**src/rtl/dmux8_sequencer.sv**
```systemverilog
// dmux8_sequencer
// Drives the select and data lines of a 1-to-8 demultiplexer. It visits the
// channels enabled in a mask in ascending order. For each visited channel it
// holds d0 high for ON_CYCLES clocks and then low for OFF_CYCLES clocks.
// It can run a single sweep or loop continuously, with a start/busy/done
// handshake and an abort input.
//
// state    | meaning
// ---------+---------------------------------------------------------------
// ST_IDLE  | waiting for start; select parked at 000, d0 low
// ST_ON    | d0 high on the current channel, counter counts ON phase
// ST_OFF   | d0 low on the current channel, counter counts OFF gap
module dmux8_sequencer #(
  parameter int ON_CYCLES  = 4,
  parameter int OFF_CYCLES = 2,
  parameter int CNT_W      = 24
) (
  input  logic       clk,
  input  logic       rst,
  input  logic       start,
  input  logic       abort,
  input  logic       loop,
  input  logic [7:0] mask,
  output logic       s2,
  output logic       s1,
  output logic       s0,
  output logic       d0,
  output logic       busy,
  output logic       done
);

  typedef enum logic [1:0] {
    ST_IDLE = 2'd0,
    ST_ON   = 2'd1,
    ST_OFF  = 2'd2
  } state_t;

  localparam logic [CNT_W-1:0] ON_LAST  = CNT_W'(ON_CYCLES - 1);
  localparam logic [CNT_W-1:0] OFF_LAST = CNT_W'(OFF_CYCLES - 1);

  state_t           state, state_nx;
  logic [CNT_W-1:0] cnt, cnt_nx;
  logic [2:0]       chan, chan_nx;
  logic [7:0]       mask_q, mask_nx;
  logic             loop_q, loop_nx;
  logic             d0_q, d0_nx;
  logic             busy_q, busy_nx;
  logic             done_q, done_nx;

  logic [7:0]       above;
  logic             has_next;
  logic [2:0]       next_ch;
  logic [2:0]       first_new;
  logic [2:0]       first_latched;

  // Index of the lowest set bit; returns 0 for an empty mask, callers gate on that.
  function automatic logic [2:0] lowest_bit(input logic [7:0] m);
    logic [2:0] idx;
    idx = '0;
    for (int i = 7; i >= 0; i--) begin
      if (m[i]) idx = 3'(i);
    end
    return idx;
  endfunction

  // Channel search. 'above' keeps only the latched bits strictly higher than
  // the current channel; for channel 7 the shifted term is 0, so nothing is left.
  always_comb begin
    above         = mask_q & ~((8'd2 << chan) - 8'd1);
    has_next      = |above;
    next_ch       = lowest_bit(above);
    first_new     = lowest_bit(mask);
    first_latched = lowest_bit(mask_q);
  end

  // Next-state and next-output logic. Abort overrides all progress in ON/OFF.
  always_comb begin
    state_nx = state;
    cnt_nx   = cnt;
    chan_nx  = chan;
    mask_nx  = mask_q;
    loop_nx  = loop_q;
    done_nx  = 1'b0;

    case (state)
      ST_IDLE: begin
        if (start && !abort) begin
          if (mask != 8'h00) begin
            mask_nx  = mask;
            loop_nx  = loop;
            chan_nx  = first_new;
            cnt_nx   = '0;
            state_nx = ST_ON;
          end else begin
            done_nx = 1'b1;
          end
        end
      end

      ST_ON: begin
        if (abort) begin
          state_nx = ST_IDLE;
          chan_nx  = '0;
          cnt_nx   = '0;
        end else if (cnt == ON_LAST) begin
          state_nx = ST_OFF;
          cnt_nx   = '0;
        end else begin
          cnt_nx = cnt + CNT_W'(1);
        end
      end

      ST_OFF: begin
        if (abort) begin
          state_nx = ST_IDLE;
          chan_nx  = '0;
          cnt_nx   = '0;
        end else if (cnt == OFF_LAST) begin
          cnt_nx = '0;
          if (has_next) begin
            chan_nx  = next_ch;
            state_nx = ST_ON;
          end else if (loop_q) begin
            chan_nx  = first_latched;
            state_nx = ST_ON;
          end else begin
            chan_nx  = '0;
            done_nx  = 1'b1;
            state_nx = ST_IDLE;
          end
        end else begin
          cnt_nx = cnt + CNT_W'(1);
        end
      end

      default: begin
        state_nx = ST_IDLE;
        chan_nx  = '0;
        cnt_nx   = '0;
      end
    endcase

    d0_nx   = (state_nx == ST_ON);
    busy_nx = (state_nx != ST_IDLE);
  end

  // State, counter, latched configuration and all outputs are registered here.
  always_ff @(posedge clk) begin
    if (rst) begin
      state  <= ST_IDLE;
      cnt    <= '0;
      chan   <= '0;
      mask_q <= '0;
      loop_q <= 1'b0;
      d0_q   <= 1'b0;
      busy_q <= 1'b0;
      done_q <= 1'b0;
    end else begin
      state  <= state_nx;
      cnt    <= cnt_nx;
      chan   <= chan_nx;
      mask_q <= mask_nx;
      loop_q <= loop_nx;
      d0_q   <= d0_nx;
      busy_q <= busy_nx;
      done_q <= done_nx;
    end
  end

  assign {s2, s1, s0} = chan;
  assign d0           = d0_q;
  assign busy         = busy_q;
  assign done         = done_q;

endmodule

```
**config.mk**
```make
export PLATFORM = sky130hd
export DESIGN_NAME = dmux8_sequencer
export DESIGN_NICKNAME = d
export VERILOG_FILES = /design/src/rtl/dmux8_sequencer.sv
export SDC_FILE = /design/constraint.sdc
export NUM_CORES = 1
export LEC_CHECK = 0
export CAP_MARGIN = 20
export CORE_MARGIN = 2
export CORE_UTILIZATION = 60
export CTS_BUF_LIST = sky130_fd_sc_hd__clkbuf_4 sky130_fd_sc_hd__clkbuf_8 sky130_fd_sc_hd__clkbuf_16
export DETAILED_ROUTE_END_ITERATION = 8
export GPL_TIMING_DRIVEN = 0
export PLACE_DENSITY = 0.82
export SKIP_LAST_GASP = 1
export SYNTH_ARGS = -nofsm -noshare
export SYNTH_HDL_FRONTEND = slang
export SYNTH_SLANG_ARGS = --single-unit
```
**constraint.sdc**
```tcl
create_clock -name clk -period 3.15 [get_ports clk]
set_clock_uncertainty 0.15 [all_clocks]
set_input_delay 0.63 -clock clk [delete_from_list [all_inputs] [get_ports clk]]
set_output_delay 0.63 -clock clk [all_outputs]
set_load 0.01 [all_outputs]
```
# [After elaboration in Yosys (flattened, before gate mapping)]
# Index checks and enable logic that the tools add are counted.
[classes] n_eq_ne=9 add_sub_neg=2 muxes=55 reduce_logical=9 shifts=1 n_bitwise=2
[ops] cell="$mux 24" count=6
[ops] cell="$mux 3" count=31
[ops] cell="$pmux 24 s3" count=1
[ops] cell="$add 24x1->24 const B" count=1
[ops] cell="$eq 24x1->1 const B" count=1
[ops] cell="$eq 24x2->1 const B" count=1
[ops] cell="$mux 2" count=6
[ops] cell="$pmux 3 s3" count=1
[ops] cell="$and 8x8->8" count=1
[ops] cell="$mux 1" count=8
[ops] cell="$not 8->8" count=1
[ops] cell="$reduce_bool 8->1" count=1
[ops] cell="$reduce_or 8->1" count=1
[ops] cell="$shl 2x3->8 const A" count=1
[ops] cell="$sub 8x1->8 const B" count=1
[ops] cell="$ne 2x2->1 const B" count=3
[ops] cell="$pmux 2 s3" count=1
[ops] cell="$eq 2x1->1 const B" count=2
[ops] cell="$reduce_and 4->1" count=1
[ops] cell="$ne 3x3->1 const B" count=1
[ops] cell="$reduce_and 3->1" count=1
[ops] cell="$eq 2x2->1 const B" count=1
[ops] cell="$logic_not 2->1" count=1
[ops] cell="$pmux 1 s2" count=1
[ops] cell="other kinds (4)" count=4
[totals] in_bits=13 reg_bits=41 word_cells=86

# [Longest topological paths before layout]
[depth] depth_word=16 ltp_mapped=8

# [Worst setup path before layout]
# OpenSTA, ideal clock, no wires.
[synth_path] path_kind="input-to-reg" from="input port mask[4]" to="register chan[0]" slack_ns=0.776 t_required_ns=2.905 n_path_buf=0 path_stages=6 arrival_time_ns=2.129 cell_sequence="or4_1 > o21ai_4 > nand2_1 > o211ai_2 > a211oi_1 > a221oi_1"
[synth_between] elab_chain_len=8
[synth_lines] item="from (decl)" line="23" source="input logic [7:0] mask,"
[synth_lines] item="$mux 3 (5 in a row)" line="61" source="if (m[i]) idx = 3'(i);"
[synth_lines] item="$mux 3" line="88" source="if (mask != 8'h00) begin"
[synth_lines] item="$mux 3" line="87" source="if (start && !abort) begin"
[synth_lines] item="$pmux 3 s3" line="85" source="case (state)"
[synth_lines] item="to (signal assigned)" line="161" source="chan <= chan_nx;"
[synth_lines] item="to (decl)" line="43" source="logic [2:0] chan, chan_nx;"
# Several ways; a longest one is shown, not always the timed one. The select of a mux whose other input is x is not followed.
# A chain may end at the register's enable or synchronous reset.

# [Final worst setup path]
[layout_path] from="input port mask[4]" to="register cnt[9]"
[layout_between] elab_chain_len=3
[layout_lines] item="$reduce_bool 8->1" line="88"
[layout_lines] item="$ne 2x2->1 (no source line)"
[layout_lines] item="$reduce_and 2->1 (no source line)"
[layout_lines] item="to (signal assigned)" line="160" source="cnt <= cnt_nx;"
[layout_lines] item="to (decl)" line="42" source="logic [CNT_W-1:0] cnt, cnt_nx;"
# Every way passes these cells.

==> summary.md <==
| Metric | Value |
|---|---|
| Syn_area_per_cell | 8.20 µm² |
| PD cells | 445 mW/mm² |
| Syn. warnings | 0 |
| CP Class | in -> reg |
| FFs w/ async S/R, synth | 0 |
| Die area | 0.00418 mm² |
| Post-CTS Hold Fix Bufs | 0 |
| Wire per inst | 14.5 µm |
| Largest stage delay on the critical path | 0.63 ns |
| Cell Area, Synth | 0.00221 mm² |
| Post_cts resized | 0 |
| Nets | 314 |
| Max-cap check violation count | 0 |
| Cells along the critical path | clkdlybuf4s50_1 > or4_1 > o21ai_4 > nand2_1 > nor2_1 > a31oi_1 > buf_2 > nor2_1 |
| Gpl congestion | 0.901 |
| Antenna-violating nets left | 0 |
| Grt ovf | 0 |
| Post-CTS setup buffer count | 0 |
| Num ports | 19 |
| Leak | 0.959 nW |
| Prevailing post-synth register cell | dfxtp_1 |
| Hold slack | 0.363 ns |
| Post-synth top cells | 46 x nor2_1, 41 x dfxtp_1, 23 x nand2_1 |
| CTS Root Cell | clkbuf_8 |
| Status | completed |
| Final Slew Violations | 0 |
| PortBufs | 18 |
| Largest net degree at the start of global routing | 13 |
| Clk_lat worst skew | 0.29 ns |
| RSZ-0062 raised after global routing | no |
| Tightest Pin Transition | 0.970 ns |
| Storage element area | 821 µm² |
| Clk sinks | 41 |
| Routed WL | 5000 µm |
| Worst Path Required | 3.23 ns |
| Ant diodes | 0 |
| Fin util | 0.713 |
| Slowest cell on the critical path | or4_1 |
| Synth area leader | dfxtp_1 |
| Largest cells by area after synthesis | dfxtp_1 37%, nor2_1 7.8%, xor2_1 5.6% |
| Die height | 64.6 µm |
| CP arrival | 2.94 ns |
| Rel. slew slack | 0.351 |
| Register bit total from synthesis | 41 |
| Vias in the first global route | 1,819 |
| Initial antenna violation count | 0 |
| Vias per cell | 5.74 |
| Worst Hold Class | reg -> reg |
| Share of cells above drive strength 1 | 0.0709 |
| Synth-to-layout area growth | 16.6% |
| DRC | 0 |
| Setup TNS | 0 ns |
| Post-Syn Nets | 288 |
| Post-synth top area share | 0.372 |
| Distinct cells, synth | 47 |
| Worst-path clk slew | 0.07 ns |
| HPWL Detailed | 3670 µm |
| Crit path max fanout | 10 |
| Final critical-path required period | 2.87 ns |
| Vias post-DR | 1,975 |
| Fillcell total | 277 |
| Count leader, synth | nor2_1 |
| First-pass GRT wire length | 8340 µm |
| CTS Buffer Depth | 2 |
| Final setup vio count | 0 |
| Area of the multi-input gates | 0.00131 mm² |
| Die Wd | 64.6 µm |
| Core Region | 0.00361 mm² |
| Cells after Synth | 269 |
| Most frequent CP cell | nor2_1 |
| Post-synthesis sequential area ratio | 0.372 |
| Peak Freq | 0.349 GHz |
| TritonCTS clock tree | yes |
| VDD IR max | 0.000304 V |
| Fin crit share | 0.910 |
| CP Launch Type | input pin |
| Crit path capture type | register |
| H-Tree Depth | 2 |
| Final Power | 1.14 mW |
| Final hold violation count | 0 |
| Starting Density | 0.612 |
| GRT Total Usage | 0.260 |
| Site row count | 22 |
| Router iterations before antenna repair | 4 |
| EDFF count, synth | 0 |
| Starting DRC count in detailed routing | 186 |
| CTS Buf Count | 5 |
-- logic make-up (layout without fill, tap and decap cells) --
group / Yosys count / count (layout) / share of synthesized area
AO/OA/AOI/OAI: 46 / 46 / 0.145
XOR/XNOR: 20 / 20 / 0.0794
adder cells (fa/ha/maj): 6 / 6 / 0.0340
buffers and inverters: 19 / 46 / 0.0335
flip-flops: 41 / 41 / 0.372
multiplexers: 9 / 9 / 0.0408
AND/OR/NAND/NOR: 128 / 128 / 0.295
-- placed cells by master, fill, tap and decap left out, drive strengths merged --
cell type / netlist / final
a211oi: 7 / 7
a21oi: 12 / 12
a221o: 1 / 1
a221oi: 2 / 2
a22oi: 1 / 1
a31oi: 4 / 4
and2: 1 / 1
and3: 5 / 5
buf: 2 / 3
bufinv: 0 / 1
clkbuf: 2 / 9
clkdlybuf4s50: 0 / 18
dfxtp: 41 / 41
ha: 6 / 6
inv: 15 / 15
mux2i: 9 / 9
nand2: 23 / 23
nand2b: 6 / 6
nand3: 9 / 9
nand4: 8 / 8
nor2: 46 / 46
nor2b: 4 / 4
nor3: 8 / 8
nor3b: 1 / 1
nor4: 9 / 9
nor4b: 1 / 1
o211ai: 2 / 2
o21ai: 9 / 9
o21bai: 2 / 2
o22ai: 3 / 3
o311a: 1 / 1
o31a: 1 / 1
o31ai: 1 / 1
or2: 2 / 2
or3: 2 / 2
or4: 3 / 3
xnor2: 6 / 6
xor2: 14 / 14
-- layout make-up --
type,instances,area share
buffer,4,0.00681
clock buffer,7,0.0350
clock inverter,1,0.0117
inverter,15,0.0219
multi-input combinational,209,0.510
sequential,41,0.319
tap,48,0.0234
timing repair buffer,19,0.0720
-- critical path, delay by kind of cell --
kind	cells	cell delay, ns
AOI/OAI and AO/OA	2	0.39
buffers and inverters	2	0.76
and+or+nand+nor	4	1.16
-- path summary, 6_finish.rpt --
check / from / endpoint / slack, ns / cells after the start
setup / recovery: mask[4] / cnt[9]$_SDFFE_PP0P_ / 0.28 / 8
hold reg to reg: mask_q[0]$_SDFFE_PP0P_ / mask_q[0]$_SDFFE_PP0P_ / 0.36 / 2
setup reg to reg: cnt[5]$_SDFFE_PP0P_ / cnt[2]$_SDFFE_PP0P_ / 0.51 / 7
hold / removal: mask_q[0]$_SDFFE_PP0P_ / mask_q[0]$_SDFFE_PP0P_ / 0.36 / 2
-- metal layers --
layer,share of wire,vias to the layer above,GRT usage
met3,0.045,5,0.0469
met1,0.50,926,0.369
met2,0.45,46,0.401
met5,0,-,0
met4,0.011,0,0.0798
li1,-,998,-
-- state kept, by name, summed over array words and instances, names as in the netlist --
signal,count
cnt,24
mask_q,8
chan,3
state,2
busy,1
d0,1
done,1
loop_q,1
-- where the power goes --
group / switching [mW] / internal, mW
sequential: 0.0159 / 0.534
combinational: 0.0895 / 0.0693
clock: 0.169 / 0.267
total: 0.274 / 0.870
-- metrics by stage --
stage	cells	area, µm²	setup WS (ns)
after floorplan	269	2210	0.776
after global placement	335	2450	-0.0627
after detailed placement	335	2450	-0.118
after CTS	343	2570	0.229
after global routing	344	2570	0.162
final	344	2570	0.284
Note: power is estimated with default switching activity, not from simulation.
